**src/rtl/ctrlread_req_arbiter.sv**
```systemverilog
// ctrlread_req_arbiter: round-robin, burst-bounded write-port arbiter for fifo_ctrlread_req; define CTRLREAD_ARB_STATS_EN for per-requester accept counters
module ctrlread_req_arbiter #(
    parameter int NUM_REQ   = 4,
    parameter int REQ_WIDTH = 32,
    parameter int BURST_MAX = 4
) (
    input  logic                         clk,
    input  logic                         srst,
    input  logic [NUM_REQ-1:0]           req_valid,
    input  logic [NUM_REQ*REQ_WIDTH-1:0] req_data,
    output logic [NUM_REQ-1:0]           req_ready,
    output logic [REQ_WIDTH-1:0]         fifo_din,
    output logic                         fifo_wr_en,
    input  logic                         fifo_full,
    input  logic                         fifo_wr_rst_busy,
`ifdef CTRLREAD_ARB_STATS_EN
    input  logic                         stats_clr,
    output logic [NUM_REQ*16-1:0]        grant_cnt,
`endif
    output logic                         grant_valid,
    output logic [$clog2(NUM_REQ)-1:0]   grant_id
);
    localparam int IW = $clog2(NUM_REQ);
    localparam int CW = $clog2(BURST_MAX) + 1;
    localparam logic [CW-1:0] LAST = CW'(BURST_MAX - 1);
    localparam logic [IW:0] NR = (IW + 1)'(NUM_REQ);

    typedef enum logic {IDLE, BUSY} state_t;

    state_t               state, state_d;
    logic [IW-1:0]        rr_ptr, rr_d, grant_d, pick, next_id;
    logic [CW-1:0]        burst_cnt, burst_d;
    logic [IW:0]          scan;
    logic [REQ_WIDTH-1:0] slice [NUM_REQ];
    logic                 found, busy, can_wr, owner_valid, xfer, release_grant;

    for (genvar g = 0; g < NUM_REQ; g++) begin : g_slice
        assign slice[g] = req_data[g*REQ_WIDTH +: REQ_WIDTH];
    end

    // reset also blocks writes so nothing lands in the FIFO during the reset cycle
    assign busy          = state == BUSY;
    assign can_wr        = !fifo_full && !fifo_wr_rst_busy && !srst;
    assign owner_valid   = req_valid[grant_id];
    assign xfer          = busy && owner_valid && can_wr;
    assign release_grant = busy && (!owner_valid || (xfer && burst_cnt == LAST));
    assign next_id       = (grant_id == IW'(NUM_REQ - 1)) ? '0 : grant_id + IW'(1);

    // scanned from the far end so the index closest to rr_ptr wins
    always_comb begin
        pick  = rr_ptr;
        found = 1'b0;
        scan  = '0;
        for (int k = NUM_REQ - 1; k >= 0; k--) begin
            scan = {1'b0, rr_ptr} + (IW + 1)'(k);
            scan = (scan >= NR) ? scan - NR : scan;
            if (req_valid[scan[IW-1:0]]) begin
                pick  = scan[IW-1:0];
                found = 1'b1;
            end
        end
    end

    always_ff @(posedge clk) begin
        if (srst) begin
            state     <= IDLE;
            grant_id  <= '0;
            rr_ptr    <= '0;
            burst_cnt <= '0;
        end else begin
            state     <= state_d;
            grant_id  <= grant_d;
            rr_ptr    <= rr_d;
            burst_cnt <= burst_d;
        end
    end

    always_comb begin
        state_d = busy ? (release_grant ? IDLE : BUSY) : (found ? BUSY : IDLE);
        grant_d = (!busy && found) ? pick : grant_id;
        rr_d    = release_grant ? next_id : rr_ptr;
        burst_d = !busy ? '0 : (xfer ? burst_cnt + CW'(1) : burst_cnt);
    end

    always_comb begin
        grant_valid = busy;
        req_ready   = (busy && can_wr) ? (NUM_REQ'(1) << grant_id) : '0;
        fifo_wr_en  = xfer;
        fifo_din    = busy ? slice[grant_id] : '0;
    end

`ifdef CTRLREAD_ARB_STATS_EN
    for (genvar g = 0; g < NUM_REQ; g++) begin : g_stats
        logic [15:0] cnt;
        always_ff @(posedge clk) begin
            if (srst || stats_clr)
                cnt <= '0;
            else if (req_valid[g] && req_ready[g] && cnt != 16'hFFFF)
                cnt <= cnt + 16'd1;
        end
        assign grant_cnt[g*16 +: 16] = cnt;
    end
`endif
endmodule

```
**config.mk**
```make
export PLATFORM = sky130hd
export DESIGN_NAME = ctrlread_req_arbiter
export DESIGN_NICKNAME = d
export VERILOG_FILES = /design/src/rtl/ctrlread_req_arbiter.sv
export SDC_FILE = /design/constraint.sdc
export NUM_CORES = 1
export LEC_CHECK = 0
export BUFFER_PORTS_ARGS = -buffer_cell sky130_fd_sc_hd__clkbuf_2
export CORE_AREA = 2 2 68 70
export CTS_BUF_LIST = sky130_fd_sc_hd__clkbuf_2 sky130_fd_sc_hd__clkbuf_4 sky130_fd_sc_hd__clkbuf_8
export CTS_CLUSTER_DIAMETER = 80
export CTS_CLUSTER_SIZE = 20
export DETAILED_ROUTE_END_ITERATION = 7
export DIE_AREA = 0 0 70 72
export GPL_TIMING_DRIVEN = 0
export PLACE_DENSITY = 0.87
export SKIP_CTS_REPAIR_TIMING = 1
export SLEW_MARGIN = 20
export SYNTH_ARGS = -nofsm -noshare
export SYNTH_HDL_FRONTEND = slang
export SYNTH_SLANG_ARGS = --single-unit
```
**constraint.sdc**
```tcl
create_clock -name clk -period 2.5 [get_ports clk]
set_input_delay 0.5 -clock clk [delete_from_list [all_inputs] [get_ports clk]]
set_output_delay 0.5 -clock clk [all_outputs]
set_load 0.03 [all_outputs]
```
==> qor.txt <==
Clk_lat worst skew -> 0.23 ns
RSZ-0062 raised after global routing -> false
Delay-heaviest family, CP -> buffers and inverters
Pwr dens -> 333 nW/µm²
Max Transition Viols Final -> 0
Initial antenna violation count -> 0
Total core area -> 4260 µm²
N_diodes -> 0
Library cells used by synthesis -> 33
Post-Route WL -> 6120 µm
P_leak -> 1.32 nW
# rows -> 24
Synth Register Bits -> 8
Share of layout cells above drive strength 1 -> 69.7%
Area Overhead vs Synth -> 61.2%
# H-tree levels -> 1
Yosys warnings -> 0
DIE AREA -> 5040 µm²
Worst rel slew slack -> 63.7%
Placer congestion estimate -> 0.927
Hold WS -> 0.510 ns
Hold path cells -> 2
Outcome -> finished clean
CP Data Arrival Time -> 1.90 ns
FF-to-FF Start -> grant_id[1]
GRT Total Usage -> 23.1%
Post-synth EDFFs -> 0
Final design utilization -> 60.9%
Reg clk slew, reported paths -> 0.04 ns
Die Wd -> 70 µm
Max clock buf depth -> 2
Iteration-0 DRC count of the detailed router -> 75
Final setup fails -> 0
Slew @ Worst Pin -> 0.530 ns
Post-layout minimum cycle time -> 2.40 ns
Dpl hpwl -> 5460 µm
Commonest non-fill, non-tap cell in the layout -> clkbuf_2
CP max FO -> 10
Peak supply drop -> 0.246 mV
Reg2Reg Depth -> 5
Worst Path Buf+Inv -> 3
Req. time, crit path -> 2.00 ns
Worst r2r dst -> burst_cnt[1]
Vias -> 1934
Grt total ovfl -> 0
Worst stage delay on the critical path -> 0.52 ns
Nets -> 467
Syn_nets -> 287
Vias in the first global route -> 1902
Vias/cell -> 5.16
Kind of critical path -> reg -> out
WHS Endpoint -> burst_cnt[1]
Initial Util -> 37.8%
CTS Sinks -> 8
Register-to-register setup slack -> 0.91 ns
Detail Route Antenna Nets -> 0
Period utilization -> 95.8%
Syn Area/Cell -> 11.1 µm²
CP cell instances -> buf_6 > buf_6 > mux4_2 > and2_1 > clkbuf_2
Most used DFF post-synth -> dfxtp_1
Setup TNS -> 0 ns
Layout fillers -> 368
Cell mode on critical path -> buf_6
Most frequent cells in the layout -> clkbuf_2, and2_1, mux4_2, nor2_1, dfxtp_1
Worst min path class -> reg -> reg
Inserted Clock Buffers -> 3
Asr flop ratio synth -> 0%
Hold path start -> burst_cnt[1]
Initial DRT Pass Iterations -> 4
Slowest cell on crit path -> mux4_2
CTS tree -> built
Largest net degree at the start of global routing -> 11
Post-synthesis sequential area ratio -> 9.94%
Root Driver -> clkbuf_8
Final-report hold violation count -> 0
Residual DRC -> 0
Final worst clock skew -> 0.00433 ns
Maxcap violations -> 0
Drt wl/cell -> 16.3 µm
Input/output buffers -> 175
Die H -> 72 µm
First-pass GRT wire length -> 9210 µm
CP Capture Type -> output port
Post-Synthesis Cells -> 145
Ports -> 176
Max Clk Rate -> 418 MHz
Crit path launch type -> flip-flop
Post-Syn Area -> 1610 µm²
[synth_stat cells, drive strengths merged, types with 2 or more instances]
cell type / instances / area, µm²
or3: 2 / 12.5
mux2i: 4 / 40.0
dfxtp: 8 / 160
buf: 8 / 67.6
nor2b: 2 / 12.5
clkbuf: 5 / 18.8
and2: 36 / 225
mux4: 33 / 743
nand2b: 3 / 18.8
inv: 6 / 22.5
nor2: 8 / 30.0
nand2: 3 / 18.8
ha: 6 / 75.1
a21oi: 5 / 25.0
nand3: 2 / 10.0
o41ai: 2 / 25.0
[cell families after synthesis]
family / after synthesis / synth area share [%]
and+or+nand+nor: 60 / 22.9
muxes: 37 / 48.6
buffers and inverters: 19 / 6.75
AOI/OAI and AO/OA: 14 / 6.60
DFF: 8 / 9.94
adders and majority gates: 6 / 4.66
xor gates and xnor gates: 1 / 0.544
[flip-flops by register name, summed over array words and instances, names as in the netlist]
| signal | cells |
|---|---|
| grant_valid | 1 |
| rr_ptr | 2 |
| grant_id | 2 |
| burst_cnt | 3 |
[cell type report]
cell class	count	area (µm²)	share of cell area, %
flip-flops and latches	8	160	6.17
well taps	52	65.1	2.50
repair buffers	175	876	33.7
clock buffers	3	41.3	1.59
plain buffers	13	90.1	3.47
inverters	6	22.5	0.867
multi-input cells	118	1340	51.7
[how the worst max path moves through the flow]
stage / startpoint / to / slack, ns / cells past startpoint
floorplan: grant_id[0] / fifo_din[0] / 0.27 / 4
global placement: grant_id[0] / fifo_din[30] / 0.31 / 5
detailed placement: grant_id[0] / fifo_din[18] / 0.27 / 5
CTS: grant_id[0] / fifo_din[18] / 0.02 / 5
global route: grant_id[0] / fifo_din[18] / 0.01 / 5
finish: grant_id[0] / fifo_din[18] / 0.10 / 5
[report_power, final]
part	total [mW]	internal (mW)	switching [mW]	leakage (nW)
Sequential	0.144	0.136	0.00810	0.0653
Clock	0.157	0.104	0.0529	0.0216
Combinational	0.564	0.279	0.285	1.23
Total	0.865	0.519	0.346	1.32
[metal layers]
layer,GRT usage [%],up-vias,wire (µm)
li1,-,921,-
met1,26.2,906,2210
met2,44.1,90,3310
met3,3.75,17,402
met4,7.91,0,195
met5,0,-,0
[worst register-to-register path: cells and delay by family, from the launching register on]
kind | cells | cell delay, ns
multiplexers | 2 | 0.75
AND/OR/NAND/NOR | 2 | 0.16
buffers and inverters | 1 | 0.17
flip-flops | 1 | 0.39
[stage by stage]
stage | power (mW) | cell area (µm²) | instances | setup WS (ns)
2_1_floorplan | 0.512 | 1610 | 145 | 0.275
3_3_place_gp | 0.697 | 2550 | 372 | 0.314
3_5_place_dp | 0.712 | 2550 | 372 | 0.269
4_1_cts | 0.869 | 2590 | 375 | 0.0242
5_1_grt | 0.914 | 2600 | 375 | 0.0107
6_report | 0.865 | 2600 | 375 | 0.105
No activity file was read; power rests on OpenSTA's default activity.
